[config.mk]
export PLATFORM = sky130hd
export DESIGN_NAME = data_mem_ctrl
export DESIGN_NICKNAME = d
export VERILOG_FILES = /design/src/rtl/data_mem_ctrl.sv
export SDC_FILE = /design/constraint.sdc
export NUM_CORES = 1
export LEC_CHECK = 0
export CORE_MARGIN = 2
export CORE_UTILIZATION = 28
export CTS_CLUSTER_SIZE = 10
export DETAILED_ROUTE_END_ITERATION = 10
export PLACE_DENSITY = 0.49
export SYNTH_ARGS = -nofsm -noshare
export SYNTH_HDL_FRONTEND = slang
export SYNTH_SLANG_ARGS = --single-unit
export TNS_END_PERCENT = 100
[constraint.sdc]
create_clock -name clk -period 4.3 [get_ports clk]
set_input_delay 0.86 -clock clk [delete_from_list [all_inputs] [get_ports clk]]
set_output_delay 0.86 -clock clk [all_outputs]
set_load 0.01 [all_outputs]
[src/rtl/data_mem_ctrl.sv]
// rtl/data_mem_ctrl.sv - 64-bit load/store initiator splitting each word into eight byte RAM accesses
module data_mem_ctrl #(
  parameter int ADDRESS_BUS_WIDTH = 10,
  parameter int DATA_BUS_WIDTH    = 64
) (
  input  logic                         clk,
  input  logic                         rst_n,
  input  logic                         req,
  input  logic                         we,
  input  logic [ADDRESS_BUS_WIDTH-1:0] addr,
  input  logic [DATA_BUS_WIDTH-1:0]    wdata,
  output logic                         busy,
  output logic                         done,
  output logic                         err,
  output logic [DATA_BUS_WIDTH-1:0]    rdata,
  output logic                         mem_cs,
  output logic                         mem_read,
  output logic                         mem_write,
  output logic [ADDRESS_BUS_WIDTH-1:0] mem_addr,
  output logic [7:0]                   mem_wdata,
  input  logic [7:0]                   mem_rdata
);

  typedef enum logic [2:0] {
    S_IDLE    = 3'd0,
    S_WR      = 3'd1,
    S_RD      = 3'd2,
    S_RD_TAIL = 3'd3,
    S_DONE    = 3'd4
  } state_t;

  // Highest base address whose 8 bytes fit below the top of the address space.
  localparam logic [ADDRESS_BUS_WIDTH-1:0] C_ALL_ONES  = '1;
  localparam logic [ADDRESS_BUS_WIDTH-1:0] C_LAST_BASE = C_ALL_ONES - ADDRESS_BUS_WIDTH'(7);

  state_t                         r_state;
  logic [2:0]                     r_cnt;
  logic [ADDRESS_BUS_WIDTH-1:0]   r_base;
  logic                           r_we;
  logic [DATA_BUS_WIDTH-1:0]      r_wdata;
  // Bytes 0..6 of a load; byte 7 goes straight from the RAM into rdata.
  logic [DATA_BUS_WIDTH-9:0]      r_asm;
  logic [DATA_BUS_WIDTH-1:0]      r_rdata;
  logic                           r_busy;
  logic                           r_done;
  logic                           r_err;
  logic                           r_mem_cs;
  logic                           r_mem_read;
  logic                           r_mem_write;
  logic [ADDRESS_BUS_WIDTH-1:0]   r_mem_addr;
  logic [7:0]                     r_mem_wdata;

  logic                           w_range_err;
  logic [2:0]                     w_cnt_nxt;
  logic [2:0]                     w_cnt_prev;
  logic [ADDRESS_BUS_WIDTH-1:0]   w_addr_nxt;
  logic [7:0]                     w_wbyte_nxt;

  assign w_range_err = (addr > C_LAST_BASE);
  assign w_cnt_nxt   = r_cnt + 3'd1;
  assign w_cnt_prev  = r_cnt - 3'd1;
  assign w_addr_nxt  = r_base + {{(ADDRESS_BUS_WIDTH-3){1'b0}}, w_cnt_nxt};
  assign w_wbyte_nxt = r_wdata[{w_cnt_nxt, 3'b000} +: 8];

  assign busy      = r_busy;
  assign done      = r_done;
  assign err       = r_err;
  assign rdata     = r_rdata;
  assign mem_cs    = r_mem_cs;
  assign mem_read  = r_mem_read;
  assign mem_write = r_mem_write;
  assign mem_addr  = r_mem_addr;
  assign mem_wdata = r_mem_wdata;

  // Controller FSM; every output is registered alongside the state it belongs to.
  always_ff @(posedge clk or negedge rst_n) begin
    if (!rst_n) begin
      r_state     <= S_IDLE;
      r_cnt       <= 3'd0;
      r_base      <= '0;
      r_we        <= 1'b0;
      r_wdata     <= '0;
      r_asm       <= '0;
      r_rdata     <= '0;
      r_busy      <= 1'b0;
      r_done      <= 1'b0;
      r_err       <= 1'b0;
      r_mem_cs    <= 1'b0;
      r_mem_read  <= 1'b0;
      r_mem_write <= 1'b0;
      r_mem_addr  <= '0;
      r_mem_wdata <= 8'd0;
    end else begin
      // Strobes and pulses default low; states that keep them high reassert below.
      r_done      <= 1'b0;
      r_err       <= 1'b0;
      r_mem_cs    <= 1'b0;
      r_mem_read  <= 1'b0;
      r_mem_write <= 1'b0;
      r_mem_addr  <= '0;
      r_mem_wdata <= 8'd0;

      case (r_state)
        S_IDLE: begin
          if (req) begin
            r_base  <= addr;
            r_we    <= we;
            r_wdata <= wdata;
            r_cnt   <= 3'd0;
            r_busy  <= 1'b1;
            if (w_range_err) begin
              // Access would wrap past the top byte: report without touching RAM.
              r_state <= S_DONE;
              r_done  <= 1'b1;
              r_err   <= 1'b1;
            end else if (we) begin
              r_state     <= S_WR;
              r_mem_cs    <= 1'b1;
              r_mem_write <= 1'b1;
              r_mem_addr  <= addr;
              r_mem_wdata <= wdata[7:0];
            end else begin
              r_state    <= S_RD;
              r_mem_cs   <= 1'b1;
              r_mem_read <= 1'b1;
              r_mem_addr <= addr;
            end
          end
        end

        S_WR: begin
          if (r_cnt == 3'd7) begin
            r_state <= S_DONE;
            r_done  <= 1'b1;
          end else begin
            r_cnt       <= w_cnt_nxt;
            r_mem_cs    <= 1'b1;
            r_mem_write <= 1'b1;
            r_mem_addr  <= w_addr_nxt;
            r_mem_wdata <= w_wbyte_nxt;
          end
        end

        S_RD: begin
          // RAM data lags the read strobe by one cycle, so this edge carries byte cnt-1.
          if (r_cnt != 3'd0) begin
            for (int i = 0; i < 7; i++) begin
              if (w_cnt_prev == 3'(i)) begin
                r_asm[8*i +: 8] <= mem_rdata;
              end
            end
          end
          if (r_cnt == 3'd7) begin
            r_state <= S_RD_TAIL;
          end else begin
            r_cnt      <= w_cnt_nxt;
            r_mem_cs   <= 1'b1;
            r_mem_read <= 1'b1;
            r_mem_addr <= w_addr_nxt;
          end
        end

        S_RD_TAIL: begin
          r_rdata <= {mem_rdata, r_asm};
          r_state <= S_DONE;
          r_done  <= 1'b1;
        end

        S_DONE: begin
          r_state <= S_IDLE;
          r_busy  <= 1'b0;
          r_cnt   <= 3'd0;
        end

        default: begin
          r_state <= S_IDLE;
          r_busy  <= 1'b0;
          r_cnt   <= 3'd0;
        end
      endcase
    end
  end

endmodule

* Word level (Yosys, flattened, before mapping)
Index checks and enable logic that the tools add are counted.
** Storage, ports and cells
- Output and inout port bits :: 88
- Register bits after elaboration :: 224
** Cells by class
- Equal/unequal tests :: 14
- $add $sub $neg :: 3
- Reductions and logical operators :: 16
- $lt $le $gt $ge :: 1
- Multiplexer cells :: 37
- Bitwise operators :: 2
- Shift operators :: 1
** Operators by type and width (count)
- $shiftx A64 B7 Y8 :: 1
- $mux W8 :: 4
- $mux W10 :: 3
- $reduce_and A3 Y1 :: 9
- $pmux W10 S2 :: 1
- $mux W3 :: 6
- $pmux W8 S2 :: 1
- $mux W1 :: 14
- $eq A3 B2 Y1 const B :: 4
- $eq A3 B3 Y1 const B :: 4
- $pmux W3 S4 :: 1
- $add A10 B3 Y10 :: 1
- $gt A10 B10 Y1 const B :: 1
- $pmux W3 S3 :: 1
- $ne A2 B2 Y1 const B :: 4
- $pmux W1 S2 :: 4
- $eq A3 B1 Y1 const B :: 2
- $logic_not A3 Y1 :: 2
- $reduce_and A2 Y1 :: 2
- $add A3 B1 Y3 const B :: 1
- $pmux W1 S3 :: 1
- $reduce_bool A3 Y1 :: 1
- $reduce_or A3 Y1 :: 1
- $sub A3 B1 Y3 const B :: 1
- 3 further kinds :: 4

* Logic depth before layout (Yosys ltp)
Gate-level depths: netlist of the first run.
- Depth in word-level cells :: 4
- Mapped depth :: 10

* Worst setup path after synthesis of the first run
No wires, ideal clock.
- Path type :: register -> register
- Start :: register r_cnt[0]
- End :: register r_mem_addr[8] (netlist: mem_addr[8])
- Period minus slack after synthesis :: 2523 ps
- Cell stages (with the launch flop) :: 11
- Buffers on the path :: 3
- Data arrival time :: 2402 ps
- Slack :: 1777 ps
- Required time :: 4179 ps
- Cell sequence :: dfrtp_1 > buf_4 > buf_6 > buf_6 > inv_1 > ha_1 > fa_1 > a21o_1 > nor3b_1 > xor2_1 > a22o_1
** On the way
- Word-level cells in the longest chain between the ends :: 4
- Elaborated cells between the ends (all ways) :: 5
** RTL lines
- start: declaration :: line 37 : logic [2:0] r_cnt;
- start signal: assignment :: line 136 : r_cnt <= w_cnt_nxt;
- start signal: assignment :: line 156 : r_cnt <= w_cnt_nxt;
- $add A3 B1 Y3 :: line 60 : assign w_cnt_nxt = r_cnt + 3'd1;
- $add A10 B3 Y10 :: line 62 : assign w_addr_nxt = r_base + {{(ADDRESS_BUS_WIDTH-3){1'b0}}, w_cnt_nxt};
- $mux W10 (*) :: line 132, 153
- $pmux W10 S2 (*) :: line 103 : case (r_state)
- end signal: assignment :: line 120 : r_mem_addr <= addr;
- end signal: assignment :: line 139 : r_mem_addr <= w_addr_nxt;
- end signal: assignment :: line 159 : r_mem_addr <= w_addr_nxt;
- end: declaration :: line 50 : logic [ADDRESS_BUS_WIDTH-1:0] r_mem_addr;
Mark *: on every way between the ends. The rest lies on a longest branch, timed or not.
A chain may end at the register's enable or synchronous reset.

* Final worst setup path of the first run
Same ends and word-level chain as after synthesis.

==> out/results.md, run 1 <==
| Metric | Value |
|:---|:---|
| Result of the run | finished, final reports clean |
| Sequential element share of the synthesized area | 60.1% |
| Post-synthesis share of cell area spent on and, or, nand and nor gates | 4.63% |
| Number of clock sinks | 224 |
| Post-Route Skew | 8.69 ps |
| Number of rows in the core area | 66 |
| ANT nets after route | 0 |
| Final Hold Fails | 0 |
| Final #Nets | 888 |
| Net Count, Synth | 708 |
| Slowest-stage cell, CP | sky130_fd_sc_hd__ha_1 |
| Area Growth Syn to Fin | 31.3% |
| Gp weighted congestion | 0.722 |
| Worst slew margin relative to its limit | 31.9% |
| Measured slew at the worst slew-check pin | 1020 ps |
| CTS tree | built |
| Total global routing overflow | 0 |
| Detailed placer's ending HPWL | 15.3 mm |
| Time the final worst path needs with I/O delays and setup | 2580 ps |
| Largest voltage drop on the vdd net | 0.312 mV |
| Kind of start point of the critical path | flip-flop |
| Worst EP required | 4720 ps |
| Maximum clock path buffer count | 3 |
| Setup TNS after final layout | 0 ps |
| Global-route usage over all layers | 13.1% |
| Post CTS Setup Buffer Count | 0 |
| TritonCTS Buffers | 27 |
| Combined area of all synthesized cells | 9330 um2 |
| Fill cell count | 3166 |
| Compound-gate portion of the synthesized area | 3.39% |
| WP data arrival | 3010 ps |
| Number of design-rule violations left by the first detailed-router iteration | 182 |
| Hold Path Class | in2async |
| Type of element capturing the critical path | flip-flop |
| Area of the multi-input gates | 3520 um2 |
| Number of H-tree levels | 1 |
| Number of global-route vias before repair | 5991 |
| Max-cap check violation count | 0 |
| Power density over cell area | 774 nW/um2 |
| Latest clock arrival within the worst-skew pair | 540 ps |
| Cell Chain, Critical Path | inv_1, ha_1, fa_1, a21o_1, nor3b_1, xor2_1, a22o_1 |
| Number of port buffers | 173 |
| Width of the chip | 187 um |
| Worst slack at placement | 1210 ps |
| DIE HEIGHT | 187 um |
| Number of iterations in the first detailed-routing pass | 4 |
| Placed Cells | 1203 |
| End-of-flow core utilization | 37.5% |
| Main area contributors after synthesis | sky130_fd_sc_hd__dfrtp_1, sky130_fd_sc_hd__mux2_2, sky130_fd_sc_hd__mux2_1 |
| Resized Gates After CTS | 0 |
| Static power due to leakage | 5.06 nW |
| Clock slew at reported path FFs | 60 ps |
| Via Count | 5632 |
| Non-filler cells in the finished layout | 1242 |
| Core region area | 32700 um2 |
| CTS Hold Bufs | 0 |
| Routed WL | 22.9 mm |
| Commonest register cell after synthesis | sky130_fd_sc_hd__dfrtp_1 |
| Maximum clock frequency | 0.387 GHz |
| Flop and latch count out of synthesis | 224 |
| Final routed DRC violation total | 0 |
| Setup WS post-layout | 1720 ps |
| Post-synth top area share | 60.1% |
| Mean post-synth cell area | 15.3 um2 |
| Largest net degree at the start of global routing | 117 |
| Number of enable-type register cells in the synthesized netlist | 0 |
| Wire length of the first global-routing pass | 35.9 mm |
| WS Path Type | reg2reg |
| Routed vias/inst | 4.53 |
| Total power consumption of the routed design | 9.48 mW |
| Largest stage delay, worst path | 600 ps |
| Root Buffer | sky130_fd_sc_hd__clkbuf_16 |
| Proportion of synthesized area in mux cells | 27.3% |
| Max-slew violations | 0 |
| Count of synthesis-stage warnings from yosys | 0 |
| Largest area contributor in the netlist | sky130_fd_sc_hd__dfrtp_1 |
| IO Pins | 174 |
| Path depth of the worst reg2reg path | 7 |
| Unrepaired setup endpoints after global routing | no |
| Parity-gate share of the synthesized area counting xor and xnor cells | 0.751% |
| Fraction of the mapped netlist area in adder cells | 1.69% |
| FF-to-FF setup slack | 1720 ps |
| Number of antenna violations at the first check in global routing | 2 |
| Share of the cycle needed by the critical path after routing | 60.1% |
| Worst-path fanout max | 13 |
| Number of instances in the synthesized netlist | 610 |
| Combinational family with the most area after synthesis | multiplexers |
| FFs w/ async S/R, synth | 100% |
| Drt wl/cell | 18.5 um |
| Count of different cell masters after synthesis | 48 |
| Floorplan die area | 34800 um2 |
| Register Area | 5610 um2 |
| Initial core utilization | 28.5% |
| Fraction of layout instances using a drive strength above 1 | 28.4% |
| Final setup violation count | 0 |
-- critical path, delay by kind of cell (launching register included) --
family                     cells  cell delay (ps)
buffers and inverters          1              170
adders and majority gates      2             1130
DFF                            1              420
xor gates and xnor gates       1              140
AOI/OAI and AO/OA              2              440
and+or+nand+nor                1              160
-- cell families (layout without fill, tap and decap cells) --
family,Yosys count,count (layout)
simple gates,69,69
compound gates,45,45
other cells,0,1
flops,224,224
fa+ha+maj,12,12
mux,218,218
buf+inv,34,223
xor+xnor,8,8
-- synthesized netlist by cell type (all sizes together), types with 4 or more instances --
cell type	n
a21oi	7
a22o	9
buf	24
clkbuf	4
dfrtp	224
ha	11
inv	6
mux2	209
mux4	8
nand2	14
nand3	13
nor2	10
nor2b	9
nor3	4
o21ai	4
o22ai	9
o31ai	8
xnor2	5
-- per-stage QoR --
| stage | area, um2 | hold slack (ps) |
|---|---|---|
| finish | 12300 | 408 |
| global route | 12300 | 482 |
| CTS | 12300 | 444 |
| detailed placement | 11500 | 472 |
| global placement | 11500 | 464 |
| floorplan | 9330 | 452 |
-- worst paths after layout --
kind                              from           to
hold reg to reg            r_wdata[45]  r_wdata[45]
setup reg to reg              r_cnt[0]  mem_addr[8]
hold / removal                   rst_n    rdata[34]
min in group clk           r_wdata[45]  r_wdata[45]
max in group asynchronous        rst_n     r_asm[8]
setup / recovery              r_cnt[0]  mem_addr[8]
-- layout by cell type, fill, tap and decap left out, drive strengths merged, types with 2 or more instances in the layout --
cell type / count
or2: 2
mux4: 8
buf: 7
a22o: 9
nor2b: 9
o31ai: 8
nor3: 4
inv: 7
nand3: 13
dfrtp: 224
nor3b: 2
nand3b: 2
a21oi: 7
clkinv: 2
nand2: 14
clkbuf: 35
ha: 11
and2: 2
o22ai: 9
mux2: 209
nor2: 10
o21ai: 4
a31oi: 3
nand4: 3
clkdlybuf4s50: 172
xnor2: 5
xor2: 3
-- state kept, by name (all words and copies together), names as in the netlist --
name,flops
busy,1
done,1
err,1
mem_addr,10
mem_cs,1
mem_read,1
mem_wdata,8
mem_write,1
r_asm,56
r_base,10
r_cnt,3
r_state,3
r_wdata,64
rdata,64
-- final cells by class --
cell class | count | area share [%]
Antenna cell | 1 | 0.0204
Clock buffer | 35 | 5.92
Clock inverter | 3 | 0.245
Inverter | 6 | 0.184
Multi-Input combinational cell | 352 | 28.7
Sequential cell | 224 | 45.7
Tap cell | 442 | 4.51
Timing Repair Buffer | 179 | 14.6
-- power by group --
group	internal, mW	switching (mW)
Sequential	3.17	0.553
Clock	1.17	0.855
Combinational	2.17	1.57
-- layer usage --
| layer | global-route usage (%) | vias to the layer above | wire [um] |
|---|---|---|---|
| met5 | 0 | - | 13 |
| met4 | 2.99 | 2 | 458 |
| met3 | 3.65 | 34 | 1430 |
| met2 | 20.5 | 160 | 10300 |
| met1 | 18.1 | 2873 | 10700 |
| li1 | - | 2563 | - |
Note: power is estimated with default switching activity, not from simulation.
==> run 2, diff against run 1 <==
PLACE_DENSITY = 0.51   (was 0.49)
clock period = 2.2 ns   (was 4.3 ns; I/O delays follow)
==> run 2 against run 1 <==
  * Clock skew increased by 11 ps
  * Utilization increased by 1.3 points
  * Sequential cell count unchanged
  * Power increased by 100%
  * Non-clock buffer count increased by 30
  * Largest power group unchanged
  * Hold slack improved by 24 ps
  * Register-to-register slack got worse by 1700 ps
  * First-iteration DRC count decreased by 9.3%
  * Sequential power increased by 96%
==> out/results.md, run 2 (same netlist as run 1, synthesis figures left out) <==
| Metric | Value | vs previous |
|:---|:---|:---|
| Routed vias/inst | 4.51 | -0.59% |
| Routed WL | 23.6 mm | +3.0% |
| Final setup violation count | 0 | unchanged |
| Measured slew at the worst slew-check pin | 507 ps | -514 ps |
| Post CTS Setup Buffer Count | 0 | unchanged |
| IO Pins | 174 | unchanged |
| Unrepaired setup endpoints after global routing | yes |  |
| Number of port buffers | 173 | unchanged |
| Hold Path Class | in2async |  |
| Number of global-route vias before repair | 6125 | +2.2% |
| TritonCTS Buffers | 27 | unchanged |
| Register Area | 5610 um2 | about the same |
| Reg-to-reg startpoint | r_cnt[1] |  |
| Final routed DRC violation total | 0 | unchanged |
| Worst slew margin relative to its limit | 66.1% | +34 points |
| Path depth of the worst reg2reg path | 7 | unchanged |
| Area of the multi-input gates | 3610 um2 | +2.5% |
| Number of H-tree levels | 1 | unchanged |
| Maximum clock frequency | 0.468 GHz | +21% |
| Area Growth Syn to Fin | 35.8% |  |
| CTS tree | built |  |
| Latest clock arrival within the worst-skew pair | 530 ps | about the same |
| Number of rows in the core area | 66 | unchanged |
| Worst r2r dst | mem_addr[3] |  |
| Commonest non-fill, non-tap cells in the layout | sky130_fd_sc_hd__dfrtp_1, sky130_fd_sc_hd__clkdlybuf4s50_1, sky130_fd_sc_hd__mux2_2 |  |
| Worst EP required | 2610 ps | -2110 ps |
| Result of the run | finished, final reports clean |  |
| WP data arrival | 2550 ps | -460 ps |
| Number of antenna violations at the first check in global routing | 3 | +1 |
| Largest net degree at the start of global routing | 51 | -56% |
| Total global routing overflow | 0 | unchanged |
| Core region area | 32700 um2 | unchanged |
| End-of-flow core utilization | 38.7% | +1.3 points |
| Width of the chip | 187 um | unchanged |
| Clock slew at reported path FFs | 60 ps | about the same |
| Met2 Resource Use GR | 20.9% | +0.47 points |
| Share of the cycle needed by the critical path after routing | 97.2% | +37 points |
| Number of design-rule violations left by the first detailed-router iteration | 165 | -9.3% |
| Power density over cell area | 1500 nW/um2 | +94% |
| Global-route track usage on met1 | 19.1% | +1.1 points |
| Floorplan die area | 34800 um2 | unchanged |
| DIE HEIGHT | 187 um | unchanged |
| Type of element capturing the critical path | flip-flop |  |
| Via Count | 5725 | +1.7% |
| Cell area after layout | 12700 um2 | +3.4% |
| Max-slew violations | 0 | unchanged |
| ANT nets after route | 0 | unchanged |
| Static power due to leakage | 5.30 nW | +4.7% |
| Initial core utilization | 28.5% | unchanged |
| Fill cell count | 3137 | -0.92% |
| Drt wl/cell | 18.6 um | +0.77% |
| Busiest metal layer after global routing | met2 |  |
| Fraction of layout instances using a drive strength above 1 | 32.1% | +3.7 points |
| FF-to-FF setup slack | 60 ps | -1660 ps |
| Most common cell after layout, fill and taps aside | sky130_fd_sc_hd__dfrtp_1 |  |
| Kind of start point of the critical path | flip-flop |  |
| Wire length of the first global-routing pass | 37.3 mm | +3.9% |
| Time the final worst path needs with I/O delays and setup | 2140 ps | -445 ps |
| Final Hold Fails | 0 | unchanged |
| Root Buffer | sky130_fd_sc_hd__clkbuf_16 |  |
| Post-Route Skew | 19.5 ps | +10.8 ps |
| Gp weighted congestion | 0.741 | +2.6% |
| Met3 track utilization from global routing | 3.72% | +0.075 points |
| Maximum clock path buffer count | 3 | unchanged |
| Area post-placement | 11900 um2 | +3.6% |
| Global-route usage over all layers | 13.6% | +0.48 points |
| Critical path launch point | r_cnt[1] |  |
| Max-cap check violation count | 0 | unchanged |
| Detailed placer's ending HPWL | 16.5 mm | +8.1% |
| Worst-path fanout max | 4 | -9 |
| Final #Nets | 918 | +3.4% |
| WS Path Type | reg2reg |  |
| Number of iterations in the first detailed-routing pass | 4 | unchanged |
| Critical Path End | mem_addr[3] |  |
| Largest voltage drop on the vdd net | 0.556 mV | +78% |
| Number of clock sinks | 224 | unchanged |
run 2: per-stage QoR:
stage	power [mW]	setup slack, ps	std cells	hold WS (ps)	TNS [ps]
global route	20.3	-59.2	1268	441	-137
finish	19.0	61.4	1270	432	0
CTS	19.3	43.6	1268	422	0
detailed placement	15.3	11.6	1232	397	0
floorplan	12.0	-1.26	610	144	-1.26
global placement	15.2	40.6	1232	399	0
run 2: worst min-delay path by stage:
stage,startpoint,to
2_1_floorplan,rst_n,busy
3_3_place_gp,rst_n,rdata[23]
3_5_place_dp,rst_n,r_asm[26]
4_1_cts,rst_n,r_state[1]
5_1_grt,rst_n,r_cnt[2]
6_report,rst_n,r_state[1]
run 2: metal layers:
layer  share of wire [%]  wire, um
met4                 2.0       464
met2                  44     10400
met3                 6.5      1530
met5               0.047        11
met1                  47     11200
run 2: area by class of cell:
cell class | instances | area share [%]
multi-input cells | 352 | 28.5
clock inverters | 2 | 0.109
diodes | 2 | 0.0395
flip-flops and latches | 224 | 44.3
repair buffers | 209 | 16.9
well taps | 442 | 4.37
inverters | 6 | 0.217
clock buffers | 33 | 5.59
run 2: what timing repair did:
item	in CTS	in global routing
hold buffers	1	0
endpoints found under the hold margin	37	0
resized for setup	1	3
endpoints found under the setup margin	1	10
run 2: critical path, cell delays in order, from the launching register on:
cell and delay, ps:
sky130_fd_sc_hd__dfrtp_1 420, sky130_fd_sc_hd__ha_1 200, sky130_fd_sc_hd__ha_1 290, sky130_fd_sc_hd__ha_1 330, sky130_fd_sc_hd__a21oi_1 250, sky130_fd_sc_hd__and2_1 240, sky130_fd_sc_hd__xnor2_1 90, sky130_fd_sc_hd__a22o_1 200
run 2: where the power goes:
group / total (mW) / switching [mW] / internal, mW
registers: 7.29 / 1.09 / 6.20
logic: 7.87 / 3.23 / 4.65
clock network: 3.83 / 1.61 / 2.22
